`config.mk`:
```
export PLATFORM = sky130hd
export DESIGN_NAME = axi_lite_slave_if
export DESIGN_NICKNAME = d
export VERILOG_FILES = /design/src/rtl/axi_lite_slave_if.sv
export SDC_FILE = /design/constraint.sdc
export NUM_CORES = 1
export LEC_CHECK = 0
export ABC_AREA = 1
export ABC_CLOCK_PERIOD_IN_PS = 2100
export BUFFER_PORTS_ARGS = -buffer_cell sky130_fd_sc_hd__buf_2
export CAP_MARGIN = 20
export CORE_AREA = 2 2 115 117
export DETAILED_ROUTE_END_ITERATION = 12
export DIE_AREA = 0 0 117 119
export PLACE_DENSITY_LB_ADDON = 0.2
export SLEW_MARGIN = 20
export SYNTH_ARGS = -nofsm -noshare
export SYNTH_HDL_FRONTEND = slang
export SYNTH_SLANG_ARGS = --single-unit
export TNS_END_PERCENT = 50
```
`constraint.sdc`:
```
create_clock -name S_AXI_ACLK -period 2.1 [get_ports S_AXI_ACLK]
set_input_delay 0.21 -clock S_AXI_ACLK [delete_from_list [all_inputs] [get_ports S_AXI_ACLK]]
set_output_delay 0.21 -clock S_AXI_ACLK [all_outputs]
set_load 0.01 [all_outputs]
```
`src/rtl/axi_lite_slave_if.sv`:
```
// AXI4-Lite slave that turns AXI-Lite reads and writes into simple register-access strobes.
// The read and write paths each have their own FSM and allow one outstanding transaction.
module axi_lite_slave_if #(
    parameter logic [31:0] C_ADDR_MASK  = 32'h00007FFF,
    parameter int unsigned C_RD_TIMEOUT = 256,
    parameter logic [31:0] C_ERR_DATA   = 32'hBADFEED0
) (
    input  logic        S_AXI_ACLK,
    input  logic        S_AXI_ARESETN,
    input  logic [31:0] S_AXI_AWADDR,
    input  logic [2:0]  S_AXI_AWPROT,
    input  logic        S_AXI_AWVALID,
    output logic        S_AXI_AWREADY,
    input  logic [31:0] S_AXI_WDATA,
    input  logic [3:0]  S_AXI_WSTRB,
    input  logic        S_AXI_WVALID,
    output logic        S_AXI_WREADY,
    output logic [1:0]  S_AXI_BRESP,
    output logic        S_AXI_BVALID,
    input  logic        S_AXI_BREADY,
    input  logic [31:0] S_AXI_ARADDR,
    input  logic [2:0]  S_AXI_ARPROT,
    input  logic        S_AXI_ARVALID,
    output logic        S_AXI_ARREADY,
    output logic [31:0] S_AXI_RDATA,
    output logic [1:0]  S_AXI_RRESP,
    output logic        S_AXI_RVALID,
    input  logic        S_AXI_RREADY,
    output logic [31:0] wr_addr,
    output logic [3:0]  wr_be,
    output logic [31:0] wr_data,
    output logic        wr_en,
    input  logic        wr_busy,
    output logic [31:0] rd_addr,
    output logic [3:0]  rd_be,
    output logic        rd_en,
    input  logic [31:0] rd_data,
    input  logic        rd_data_valid
);

    // state   | meaning
    // W_IDLE  | collecting AW and W, in either order
    // W_ISSUE | wr_en pulse
    // W_WAIT  | waiting for wr_busy to drop
    // W_RESP  | BVALID held until BREADY
    // R_IDLE  | accepting AR
    // R_ISSUE | rd_en pulse, rd_data_valid already honoured
    // R_WAIT  | waiting for rd_data_valid or timeout
    // R_RESP  | RVALID held until RREADY
    typedef enum logic [1:0] {W_IDLE, W_ISSUE, W_WAIT, W_RESP} wr_state_t;
    typedef enum logic [1:0] {R_IDLE, R_ISSUE, R_WAIT, R_RESP} rd_state_t;

    localparam logic [15:0] C_RD_TO = 16'(C_RD_TIMEOUT);

    wr_state_t   r_wr_state, w_wr_next;
    rd_state_t   r_rd_state, w_rd_next;
    logic        r_live;
    logic        r_aw_held, r_w_held;
    logic [31:0] r_wr_addr, r_wr_data, r_rd_addr, r_rdata;
    logic [3:0]  r_wr_be;
    logic [1:0]  r_rresp;
    logic [15:0] r_rd_cnt;
    logic        w_awready, w_wready, w_arready;
    logic        w_aw_hs, w_w_hs, w_ar_hs;
    logic        w_rd_take, w_rd_timeout;
    logic        w_unused;

    assign w_unused = ^{S_AXI_AWPROT, S_AXI_ARPROT};

    // Readies stay low until the first clock edge after reset release.
    always_ff @(posedge S_AXI_ACLK or negedge S_AXI_ARESETN) begin
        if (!S_AXI_ARESETN) r_live <= 1'b0;
        else                r_live <= 1'b1;
    end

    assign w_awready = r_live && (r_wr_state == W_IDLE) && !r_aw_held;
    assign w_wready  = r_live && (r_wr_state == W_IDLE) && !r_w_held;
    assign w_aw_hs   = S_AXI_AWVALID && w_awready;
    assign w_w_hs    = S_AXI_WVALID && w_wready;

    always_comb begin
        w_wr_next = r_wr_state;
        case (r_wr_state)
            W_IDLE:  if ((r_aw_held || w_aw_hs) && (r_w_held || w_w_hs)) w_wr_next = W_ISSUE;
            W_ISSUE: w_wr_next = W_WAIT;
            W_WAIT:  if (!wr_busy) w_wr_next = W_RESP;
            W_RESP:  if (S_AXI_BREADY) w_wr_next = W_IDLE;
            default: w_wr_next = W_IDLE;
        endcase
    end

    always_ff @(posedge S_AXI_ACLK or negedge S_AXI_ARESETN) begin
        if (!S_AXI_ARESETN) begin
            r_wr_state <= W_IDLE;
            r_aw_held  <= 1'b0;
            r_w_held   <= 1'b0;
            r_wr_addr  <= '0;
            r_wr_data  <= '0;
            r_wr_be    <= '0;
        end else begin
            r_wr_state <= w_wr_next;
            if (w_aw_hs) begin
                r_wr_addr <= (S_AXI_AWADDR & C_ADDR_MASK) >> 2;
                r_aw_held <= 1'b1;
            end
            if (w_w_hs) begin
                r_wr_data <= S_AXI_WDATA;
                r_wr_be   <= S_AXI_WSTRB;
                r_w_held  <= 1'b1;
            end
            if (w_wr_next == W_ISSUE) begin
                r_aw_held <= 1'b0;
                r_w_held  <= 1'b0;
            end
        end
    end

    assign w_arready    = r_live && (r_rd_state == R_IDLE);
    assign w_ar_hs      = S_AXI_ARVALID && w_arready;
    assign w_rd_take    = rd_data_valid && ((r_rd_state == R_ISSUE) || (r_rd_state == R_WAIT));
    assign w_rd_timeout = (r_rd_state == R_WAIT) && (r_rd_cnt == 16'd0);

    always_comb begin
        w_rd_next = r_rd_state;
        case (r_rd_state)
            R_IDLE:  if (w_ar_hs) w_rd_next = R_ISSUE;
            R_ISSUE: w_rd_next = w_rd_take ? R_RESP : R_WAIT;
            R_WAIT:  if (w_rd_take || w_rd_timeout) w_rd_next = R_RESP;
            R_RESP:  if (S_AXI_RREADY) w_rd_next = R_IDLE;
            default: w_rd_next = R_IDLE;
        endcase
    end

    // Timeout counter is loaded during R_ISSUE so R_WAIT lasts C_RD_TIMEOUT+1 cycles.
    always_ff @(posedge S_AXI_ACLK or negedge S_AXI_ARESETN) begin
        if (!S_AXI_ARESETN) begin
            r_rd_state <= R_IDLE;
            r_rd_addr  <= '0;
            r_rd_cnt   <= '0;
            r_rdata    <= '0;
            r_rresp    <= 2'b00;
        end else begin
            r_rd_state <= w_rd_next;
            if (w_ar_hs) r_rd_addr <= (S_AXI_ARADDR & C_ADDR_MASK) >> 2;
            if (r_rd_state == R_ISSUE)
                r_rd_cnt <= C_RD_TO;
            else if ((r_rd_state == R_WAIT) && (r_rd_cnt != 16'd0))
                r_rd_cnt <= r_rd_cnt - 16'd1;
            if (w_rd_take) begin
                r_rdata <= rd_data;
                r_rresp <= 2'b00;
            end else if (w_rd_timeout) begin
                r_rdata <= C_ERR_DATA;
                r_rresp <= 2'b10;
            end
        end
    end

    assign S_AXI_AWREADY = w_awready;
    assign S_AXI_WREADY  = w_wready;
    assign S_AXI_BVALID  = (r_wr_state == W_RESP);
    assign S_AXI_BRESP   = 2'b00;
    assign S_AXI_ARREADY = w_arready;
    assign S_AXI_RVALID  = (r_rd_state == R_RESP);
    assign S_AXI_RDATA   = r_rdata;
    assign S_AXI_RRESP   = r_rresp;
    assign wr_en         = (r_wr_state == W_ISSUE);
    assign wr_addr       = r_wr_addr;
    assign wr_data       = r_wr_data;
    assign wr_be         = r_wr_be;
    assign rd_en         = (r_rd_state == R_ISSUE);
    assign rd_addr       = r_rd_addr;
    assign rd_be         = 4'hF;

endmodule

```
==> summary.md <==
| Metric | Value |
|---|---|
| Mapped cell area | `5580 um2` |
| Reg2reg end | `S_AXI_RDATA[29]$_DFFE_PN0P_` |
| R2R depth | `10` |
| Via/cell ratio | `4.53` |
| Number of port buffers | `204` |
| Synth Area in Compound Gates | `1.55%` |
| TNS Setup | `0 ns` |
| Worst r2r src | `r_rd_cnt[0]$_DFFE_PN0P_` |
| Post-DP HPWL | `9170 um` |
| Fin crit period | `1.85 ns` |
| Top post-synthesis cells by count | `nand2_1 (138), dfrtp_1 (118), nor2_1 (96), buf_4 (45), inv_1 (34)` |
| PnR Total Power | `11.9 mW` |
| Clk Latency, worst-skew pair | `0.42 ns` |
| H-tree depth | `4` |
| Crit path buf inv count | `2` |
| Area Growth Syn to Fin | `33.7%` |
| Slew HR | `57.6%` |
| # rows | `42` |
| Multi-input gate area | `2230 um2` |
| Clock Sinks | `118` |
| CP delay by family, top | `simple AND/OR/NAND/NOR gates` |
| Synth Area per Inst | `9.76 um2` |
| Vias post-DR | `4515` |
| Filler cells | `1115` |
| Critical path class | `reg2reg` |
| Antenna viol nets, final | `0` |
| Synth top area share | `52.9%` |
| Run status | `finished clean` |
| Crit path max-delay cell type | `dfrtp_1` |
| Lkg Pwr | `4.17 nW` |
| Post-synth cell types | `31` |
| Fmax | `540 MHz` |
| CTS tree | `done` |
| Final Hold Vio Count | `0` |
| Maximum VDD drop | `0.792 mV` |
| Slew Limit Fails | `0` |
| Register area | `2950 um2` |
| Vias in the first global route | `4421` |
| Worst setup SP type | `flop` |
| Post-CTS setup buffers | `0` |
| Warnings from Yosys | `0` |
| Hold slack | `0.0196 ns` |
| Die Area | `13900 um2` |
| Hold path endpoint | `wr_data[4]$_DFFE_PN0P_` |
| All-Layer GR Usage | `19.8%` |
| Pin count of the biggest net entering global routing | `119` |
| CTS buffer count | `17` |
| Count of state elements after synthesis | `118` |
| DRC viols | `0` |
| Slowest Stage Delay on Critical Path | `0.37 ns` |
| Iteration-0 DRC count of the detailed router | `133` |
| Global route total overflow | `0` |
| Die span in y | `119 um` |
| Simple-gate portion of the synthesized area | `21.1%` |
| CP endpoint kind | `flop` |
| Post-synth EDFFs | `0` |
| Cells along the critical path | `inv_1, ha_1, inv_1, nor2_1, nand2_1, nor2_1, nand3_2, nand2_2, nor2_1, nor2_1` |
| Mapped Cells | `572` |
| Proportion of synthesized area in mux cells | `11.9%` |
| Origin of the worst min-delay path | `S_AXI_WDATA[4]` |
| # diodes | `0` |
| Avg WL per Cell | `13.1 um` |
| Critical path arrival | `2.19 ns` |
| Initial antenna violation count | `0` |
| Cell Pwr Density | `1590 nW/um2` |
| Total of max-cap violations | `0` |
| Post-synthesis sequential area ratio | `52.9%` |
| Hold path cells | `2` |
| Core Area | `12900 um2` |
| Async SR Flop Fraction | `100%` |
| Hold WC Path Type | `in2reg` |
| IO Count | `294` |
| Synth area leaders | `dfrtp_1 (53%), nand2_1 (9.3%), mux2_4 (8.1%)` |
| First-pass GRT wire length | `21300 um` |
| CP max FO | `21` |
| Total routed wirelength | `13100 um` |
| CP startpoint | `r_rd_cnt[0]$_DFFE_PN0P_` |
| Period utilisation layout | `88.2%` |
| Clock buffer depth | `2` |
| Die X-Extent | `117 um` |
| Clock Pin Slew Worst Setup and Hold Paths | `0.05 ns` |
| Final Non-Filler Cells | `997` |
| R2r setup slk | `0.25 ns` |
| Worst slew pin tran | `0.636 ns` |
| Final setup fails | `0` |
| Count leader, synth | `nand2_1` |
| Critical Path Most Common Cell | `nor2_1` |
| Initial Util | `43.4%` |
| Synth Area in XOR/XNOR | `0.628%` |
| Adder-Cell Fraction of Synth Area | `1.57%` |
| Fin nets | `962` |
| Largest area contributor in the netlist | `dfrtp_1` |
| Fin Clk Skew | `0.0118 ns` |
| Largest family of logic cells by synthesized area | `simple AND/OR/NAND/NOR gates` |
| Placer Congestion | `0.845` |
| Ratio of cells with drive above 1 in the final layout | `36.3%` |
| Clk root buf | `clkbuf_16` |
| Placed cell count | `941` |
| RSZ-0062 raised after global routing | `no` |
| First-pass detailed-route iteration total | `4` |
| CP required | `2.43 ns` |
| Synth Flop Type | `dfrtp_1` |
-- how the worst max path moves through the flow --
stage,to,slack (ns),cells past startpoint
floorplan,r_rd_state[1]$_DFFE_PN0P_,0.52,9
global placement,S_AXI_RDATA[31]$_DFFE_PN0P_,0.32,10
detailed placement,r_rd_state[0]$_DFFE_PN0P_,0.18,9
CTS,r_rd_state[1]$_DFFE_PN0P_,0.17,9
global route,S_AXI_RDATA[13]$_DFFE_PN0P_,0.03,10
finish,S_AXI_RDATA[29]$_DFFE_PN0P_,0.25,10
-- routing by layer --
metal	global-route usage (%)	vias up	routed length, um
met1	23.0	2125	5250
met5	0	-	0
met4	8.09	0	240
met3	7.33	19	1110
met2	32.8	185	6480
li1	-	2186	-
-- through the flow --
stage | area [um2] | util (%) | worst slack [ns]
2_1_floorplan | 5750 | - | 0.524
3_3_place_gp | 6600 | 51.3 | 0.322
3_5_place_dp | 6600 | 51.3 | 0.184
4_1_cts | 7460 | 57.9 | 0.173
5_1_grt | 7460 | 58.0 | 0.0303
6_report | 7460 | 58.0 | 0.247
-- placed cells by master (no fill, tap or decap), types with 2 or more instances in the layout --
cell type	count
a21oi_1	4
buf_2	203
buf_4	5
bufinv_16	4
clkbuf_1	4
clkbuf_16	17
clkbuf_8	2
clkinv_2	4
conb_1	46
dfrtp_1	118
dlygate4sd3_1	24
ha_1	7
inv_1	34
mux2_1	3
mux2_2	16
mux2_4	30
nand2_1	138
nand2_2	3
nand3_1	27
nand4_1	10
nor2_1	96
nor2_2	2
nor2_4	2
o21ai_0	5
or2_2	2
xor2_1	4
-- worst reg2reg max path, cell delays in order, from the launching register on --
cell and delay (ns):
dfrtp_1 0.37, inv_1 0.17, ha_1 0.22, inv_1 0.05
nor2_1 0.08, nand2_1 0.05, nor2_1 0.18, nand3_2 0.12
nand2_2 0.34, nor2_1 0.08, nor2_1 0.12
-- what timing repair did --
item                                   4_1_cts  5_1_grt
gates resized for setup                      0        1
setup endpoints to repair                    0        2
hold buffers                                24        0
endpoints found under the hold margin      141        0
-- state kept, by name, indices dropped and copies added, names as in the netlist --
signal       count
wr_be            4
wr_addr         13
S_AXI_RRESP      1
r_rd_cnt        16
r_live           1
rd_addr         13
r_aw_held        1
r_rd_state       2
r_wr_state       2
wr_data         32
r_w_held         1
S_AXI_RDATA     32
-- kinds of logic after synthesis --
| family | Yosys count |
|---|---|
| simple gates | 283 |
| flops | 118 |
| buf+inv | 95 |
| mux | 49 |
| compound gates | 14 |
| fa+ha+maj | 7 |
| xor+xnor | 4 |
| other cells | 2 |
-- power by group --
group          switching, mW  leakage, nW  internal, mW
clock                  0.996        0.305          2.04
sequential             0.663         1.43          3.35
combinational           2.73         2.43          2.09
total                   4.39         4.17          7.48
-- layout make-up --
class	count	area share, %
clock buffer	23	6.27
clock inverter	9	2.00
inverter	35	1.76
multi-input combinational	403	29.8
sequential	118	39.6
tap	176	2.95
timing repair buffer	233	17.6
No activity file was read; power rests on OpenSTA's default activity.
